### src/rtl/cam_capture.sv
// cam_capture: oversampled DVP camera capture into an RGB565 pixel FIFO stream.
// Ports: PCLK/PRESET clock+reset, cap_en enable, cam_pclk/cam_vsync/cam_href/cam_data
//   DVP inputs, pix_data/pix_sof/pix_eol/pix_valid/pix_ready output stream,
//   busy, frame_done pulse, sticky overflow. Define CAM_CAPTURE_STATS_EN to add
//   line_count/pixel_count outputs.
module cam_capture #(
  parameter int FIFO_DEPTH  = 16,
  parameter int SYNC_STAGES = 2
) (
  input  logic        PCLK,
  input  logic        PRESET,
  input  logic        cap_en,
  input  logic        cam_pclk,
  input  logic        cam_vsync,
  input  logic        cam_href,
  input  logic [7:0]  cam_data,
  output logic [15:0] pix_data,
  output logic        pix_sof,
  output logic        pix_eol,
  output logic        pix_valid,
  input  logic        pix_ready,
  output logic        busy,
  output logic        frame_done,
  output logic        overflow
`ifdef CAM_CAPTURE_STATS_EN
  ,
  output logic [11:0] line_count,
  output logic [11:0] pixel_count
`endif
);

  localparam int AW = $clog2(FIFO_DEPTH);

  typedef enum logic [1:0] {
    IDLE,
    WAIT_VSYNC,
    WAIT_FRAME,
    ACTIVE
  } state_t;

  // {pclk, vsync, href, data}
  logic [10:0] sync_q [SYNC_STAGES];
  logic [2:0]  last_q;

  always_ff @(posedge PCLK or posedge PRESET) begin
    if (PRESET) begin
      for (int i = 0; i < SYNC_STAGES; i++) sync_q[i] <= '0;
      last_q <= '0;
    end else begin
      sync_q[0] <= {cam_pclk, cam_vsync, cam_href, cam_data};
      for (int i = 1; i < SYNC_STAGES; i++) sync_q[i] <= sync_q[i-1];
      last_q <= sync_q[SYNC_STAGES-1][10:8];
    end
  end

  logic [10:0] s;
  logic        pclk_rise, vs_rise, vs_fall, hr_fall, hr_s;
  logic [7:0]  dat_s;

  assign s         = sync_q[SYNC_STAGES-1];
  assign hr_s      = s[8];
  assign dat_s     = s[7:0];
  assign pclk_rise = s[10] & ~last_q[2];
  assign vs_rise   = s[9] & ~last_q[1];
  assign vs_fall   = ~s[9] & last_q[1];
  assign hr_fall   = ~s[8] & last_q[0];

  state_t      state;
  logic        phase;
  logic [7:0]  hi_byte;
  logic        stg_valid;
  logic        stg_sof;
  logic [15:0] stg_data;
  logic        sof_pend;
  logic        push_req;
  logic [17:0] push_word;
`ifdef CAM_CAPTURE_STATS_EN
  logic [11:0] lc_q, pc_q;
  assign line_count  = lc_q;
  assign pixel_count = pc_q;
`endif

  always_ff @(posedge PCLK or posedge PRESET) begin
    if (PRESET) begin
      state      <= IDLE;
      busy       <= 1'b0;
      frame_done <= 1'b0;
      phase      <= 1'b0;
      hi_byte    <= '0;
      stg_valid  <= 1'b0;
      stg_sof    <= 1'b0;
      stg_data   <= '0;
      sof_pend   <= 1'b0;
      push_req   <= 1'b0;
      push_word  <= '0;
`ifdef CAM_CAPTURE_STATS_EN
      lc_q       <= '0;
      pc_q       <= '0;
`endif
    end else begin
      push_req   <= 1'b0;
      frame_done <= 1'b0;
      if (!cap_en) begin
        state     <= IDLE;
        busy      <= 1'b0;
        phase     <= 1'b0;
        stg_valid <= 1'b0;
        sof_pend  <= 1'b0;
      end else begin
        unique case (state)
          IDLE: state <= WAIT_VSYNC;
          WAIT_VSYNC: if (vs_rise) begin
            state <= WAIT_FRAME;
            busy  <= 1'b1;
          end
          WAIT_FRAME: if (vs_fall) begin
            state     <= ACTIVE;
            sof_pend  <= 1'b1;
            phase     <= 1'b0;
            stg_valid <= 1'b0;
`ifdef CAM_CAPTURE_STATS_EN
            lc_q      <= '0;
            pc_q      <= '0;
`endif
          end
          ACTIVE: begin
            if (vs_rise || hr_fall) begin
              // Flush the staged pixel as the line's last pixel
              phase     <= 1'b0;
              stg_valid <= 1'b0;
              if (stg_valid) begin
                push_req  <= 1'b1;
                push_word <= {stg_sof, 1'b1, stg_data};
`ifdef CAM_CAPTURE_STATS_EN
                lc_q      <= lc_q + 12'd1;
                pc_q      <= '0;
`endif
              end
              if (vs_rise) begin
                state      <= WAIT_FRAME;
                frame_done <= 1'b1;
              end
            end else if (pclk_rise && hr_s) begin
              phase <= ~phase;
              if (!phase) begin
                hi_byte <= dat_s;
              end else begin
                stg_valid <= 1'b1;
                stg_data  <= {hi_byte, dat_s};
                stg_sof   <= sof_pend;
                sof_pend  <= 1'b0;
                if (stg_valid) begin
                  push_req  <= 1'b1;
                  push_word <= {stg_sof, 1'b0, stg_data};
`ifdef CAM_CAPTURE_STATS_EN
                  pc_q      <= pc_q + 12'd1;
`endif
                end
              end
            end
          end
          default: state <= IDLE;
        endcase
      end
    end
  end

  logic [17:0]   mem [FIFO_DEPTH];
  logic [AW-1:0] wr_ptr, rd_ptr;
  logic [AW:0]   count;
  logic          full, pop, wr_ok;

  assign full      = (count == (AW+1)'(FIFO_DEPTH));
  assign pix_valid = (count != '0);
  assign pop       = pix_valid & pix_ready;
  // A pop in the same cycle frees the slot, so a full FIFO still accepts
  assign wr_ok     = push_req & (~full | pop);
  assign {pix_sof, pix_eol, pix_data} = pix_valid ? mem[rd_ptr] : '0;

  always_ff @(posedge PCLK) begin
    if (wr_ok) mem[wr_ptr] <= push_word;
  end

  always_ff @(posedge PCLK or posedge PRESET) begin
    if (PRESET) begin
      wr_ptr   <= '0;
      rd_ptr   <= '0;
      count    <= '0;
      overflow <= 1'b0;
    end else begin
      if (wr_ok) wr_ptr <= wr_ptr + 1'b1;
      if (pop)   rd_ptr <= rd_ptr + 1'b1;
      count <= count + {{AW{1'b0}}, wr_ok} - {{AW{1'b0}}, pop};
      if (!cap_en)
        overflow <= 1'b0;
      else if (push_req && !wr_ok)
        overflow <= 1'b1;
    end
  end

endmodule

### config.mk
export PLATFORM = sky130hd
export DESIGN_NAME = cam_capture
export DESIGN_NICKNAME = d
export VERILOG_FILES = /design/src/rtl/cam_capture.sv
export SDC_FILE = /design/constraint.sdc
export NUM_CORES = 1
export LEC_CHECK = 0
export ABC_AREA = 0
export BUFFER_PORTS_ARGS = -buffer_cell sky130_fd_sc_hd__buf_2
export CELL_PAD_IN_SITES_DETAIL_PLACEMENT = 1
export CELL_PAD_IN_SITES_GLOBAL_PLACEMENT = 2
export CORE_UTILIZATION = 45
export CTS_BUF_LIST = sky130_fd_sc_hd__clkbuf_2
export DETAILED_ROUTE_END_ITERATION = 10
export PLACE_DENSITY = 0.84
export SLEW_MARGIN = 30
export SYNTH_ARGS = -nofsm -noshare
export SYNTH_HDL_FRONTEND = slang
export SYNTH_SLANG_ARGS = --single-unit
export TNS_END_PERCENT = 30
### constraint.sdc
create_clock -name PCLK -period 3.1 [get_ports PCLK]
set_input_delay 0.465 -clock PCLK [delete_from_list [all_inputs] [get_ports PCLK]]
set_output_delay 0.465 -clock PCLK [all_outputs]
set_load 0.01 [all_outputs]
==> reports/qor.yml <==
status:
  outcome: "complete, but fails checks"
  violations: "setup timing"
yosys:
  synthCells: 721
  synthAdderAreaFrac: 0.0108
  netlist_area_sq_mm: 0.0146
  synthDistinctLibCells: 45
  synth_xor_area_frac: 0.00659
  ys_async_sr_fraction: 0.238
  synth_area_per_cell_sq_um: 20.3
  synth_flop_cell: "edfxtp_1"
  synth_compound_area_frac: 0.0238
  syn-num-nets: 748
  synth-seq-area-share: 0.746
  synth_edf_count: 288
  synthSimpleGateAreaFrac: 0.0255
  synth_mux_area_frac: 0.160
  synth_seq_cells: 378
  synth_top_family_by_area: "multiplexers"
  yosys_warnings: 0
routing:
  routed_wl_mm: 30.9
  vias: 7190
  wl_per_cell_um: 22.7
  ant_nets: 0
  drtIter0Drc: 524
  via_per_inst: 5.29
  drt_pre_antenna_iters: 4
  drc_errors: 0
sta:
  rsz0062_at_grt: "yes"
  setup_ws_ns: -0.0898
  fin_skew_ns: 0.127
  post-route-period-util: 1.03
  hold_viol_final: 0
  period_minus_slack_ns: 3.19
  totalNegativeSetupSlack_ns: -1.14
  max_freq_mhz: 313
  setup_viol: 18
  worst_pin_slew_ns: 0.804
  relSlewSlack: 0.464
  finalMaxSlewViolations: 0
min_path:
  hp-class: "in2async"
worst_setup_path:
  critPathCaptureType: "output pin"
  slowest_delay_ns: 0.51
  worst-r2r-setup-slack_ns: 0.16
  r2r-start: "count[2]$_DFF_PP0_"
  critPathKind: "reg2out"
  r2r-end: "count[4]$_DFF_PP0_"
  start_kind: "register"
  path_cells: "inv_2 -> ha_4 -> or4b_4 -> nor2b_4 -> buf_8 -> nand2_4 -> o221ai_4 -> buf_2"
  path_max_fanout: 4
  required_ns: 2.63
  slowest_stage: "or4b_4"
  rr_worst_depth: 13
  critPathArrivalTime_ns: 2.72
grt:
  grt_pass1_vias: 8236
  grt_antenna_before_repair: 1
  grt_max_degree: 47
  track_usage: 0.194
  grt_overflow_total: 0
  grt_pass1_wl_mm: 47.7
cts:
  cts_buffers: 93
  clkSinkCount: 378
  cts_buffer_depth: 3
  cts_max_level: 3
  cts_tree: "done"
  cts.clk_slew.worst_paths_ns: 0.11
  cts-root-buf: "clkbuf_2"
  clock_latency_ns: 0.93
die:
  core-area_sq_mm: 0.0317
  row_count: 65
  fp.dieW_um: 182
  initial_core_util: 0.461
  dieArea_sq_mm: 0.0332
  pin_count: 37
  die_h_um: 182
power_and_ir_drop:
  power.density_mw_per_mm2: 659
  p_leak_uw: 0.00701
  peakVddDrop_mv: 0.283
layout:
  design_area_sq_mm: 0.0169
  fin_cells: 1359
  layout.nets: 908
  finalCoreUtilization: 0.532
  area_growth_pct: 15.5
  final_cell_mix: "288 x edfxtp_1, 140 x clkbuf_2, 88 x dfrtp_1, 72 x mux4_2, 45 x inv_1"
  drive_gt1_frac: 0.429
  final_common_cell: "edfxtp_1"
placed_design:
  dp.cells: 1164
  preCtsSetupSlack_ns: 0.237
  placed_area_sq_mm: 0.0155
  dp_hpwl_mm: 18.4
  io_buffers: 36
  gp_congestion: 0.766
flow_run:
  cap_violations: 0
[flip-flops by register name, summed over array words and instances (netlist names), 2 cells and up]
name       count
stg_data      16
count          5
hi_byte        8
wr_ptr         4
mem          288
s             11
push_word     18
last_q         3
state          2
rd_ptr         4
sync_q        11
[worst max-delay path by stage]
stage | startpoint | to | cells past startpoint
global placement | count[3]$_DFF_PP0_ | count[4]$_DFF_PP0_ | 12
global route | count[2]$_DFF_PP0_ | pix_data[0] | 8
detailed placement | count[3]$_DFF_PP0_ | count[4]$_DFF_PP0_ | 12
CTS | rd_ptr[1]$_DFFE_PP0N_ | pix_data[8] | 7
floorplan | count[2]$_DFF_PP0_ | mem[2][0]$_DFFE_PP_ | 6
finish | count[2]$_DFF_PP0_ | pix_data[0] | 8
[stage by stage]
stage                     hold WS (ns)  power [uW]
after floorplan                  0.331        6990
after global placement           0.332        7410
after detailed placement         0.339        7500
after CTS                        0.122       11300
after global routing             0.144       11700
final                            0.205       11100
[report_power, final]
| group | leakage, uW | switching (uW) | total [uW] | internal, uW |
|---|---|---|---|---|
| clock network | 0.000657 | 1990 | 3290 | 1300 |
| registers | 0.00445 | 188 | 5670 | 5480 |
| logic | 0.00189 | 1110 | 2150 | 1050 |
[layer usage]
metal | part of all wire | up-vias | track usage
li1 | - | 3200 | -
met1 | 0.42 | 3738 | 0.235
met2 | 0.52 | 206 | 0.340
met3 | 0.045 | 46 | 0.0413
met4 | 0.021 | 0 | 0.0736
met5 | 0 | - | 0
[synth_stat cells (2+ instances only)]
cell / number / area share
a21oi_1: 4 / 0.0014
mux2_2: 41 / 0.032
mux2_4: 9 / 0.0092
nand2_1: 29 / 0.0074
buf_4: 8 / 0.0041
o221ai_2: 11 / 0.011
o21ai_0: 5 / 0.0017
nand2b_1: 3 / 0.0013
dfrtp_1: 90 / 0.15
buf_2: 9 / 0.0031
ha_1: 11 / 0.0094
xnor2_1: 7 / 0.0042
nor3_1: 5 / 0.0017
nand4_1: 4 / 0.0017
nor2b_1: 4 / 0.0017
buf_6: 8 / 0.0062
edfxtp_1: 288 / 0.59
inv_1: 48 / 0.012
o21a_1: 2 / 0.0010
clkbuf_1: 2 / 0.00051
o221ai_1: 7 / 0.0042
xor2_1: 4 / 0.0024
mux2_1: 11 / 0.0085
buf_1: 3 / 0.00077
mux4_2: 72 / 0.11
nand3_2: 2 / 0.0014
nor2_1: 16 / 0.0041
[repair_timing]
action                                  4_1_cts  5_1_grt
hold buffers                                 14        0
endpoints found under the setup margin       18       19
pin swaps                                     4        7
gates cloned                                  4        0
buffers inserted                              7        1
endpoints found under the hold margin        66        0
gates resized for setup                      62       17
[area by class of cell]
cell class / instances / area (sq um)
flip-flops and latches: 378 / 10900
diodes: 1 / 2.50
clock inverters: 30 / 168
multi-input cells: 265 / 3570
well taps: 402 / 503
repair buffers: 95 / 840
clock buffers: 140 / 701
inverters: 48 / 181
fillers: 2943 / 14800
[cells by family (layout without fill, tap and decap cells)]
group / Yosys count / after routing
flops: 378 / 378
mux: 133 / 133
buf+inv: 78 / 313
simple gates: 74 / 74
compound gates: 35 / 35
fa+ha+maj: 12 / 12
xor+xnor: 11 / 11
other cells: 0 / 1
[worst max-delay path, delay by kind of cell, from the launching register on]
kind | cells | cell delay [ns]
AO/OA/AOI/OAI | 1 | 0.10
adder cells (fa/ha/maj) | 1 | 0.12
buffers and inverters | 3 | 0.42
flip-flops | 1 | 0.42
AND/OR/NAND/NOR | 3 | 0.79
(Power assumes the default switching activity.)
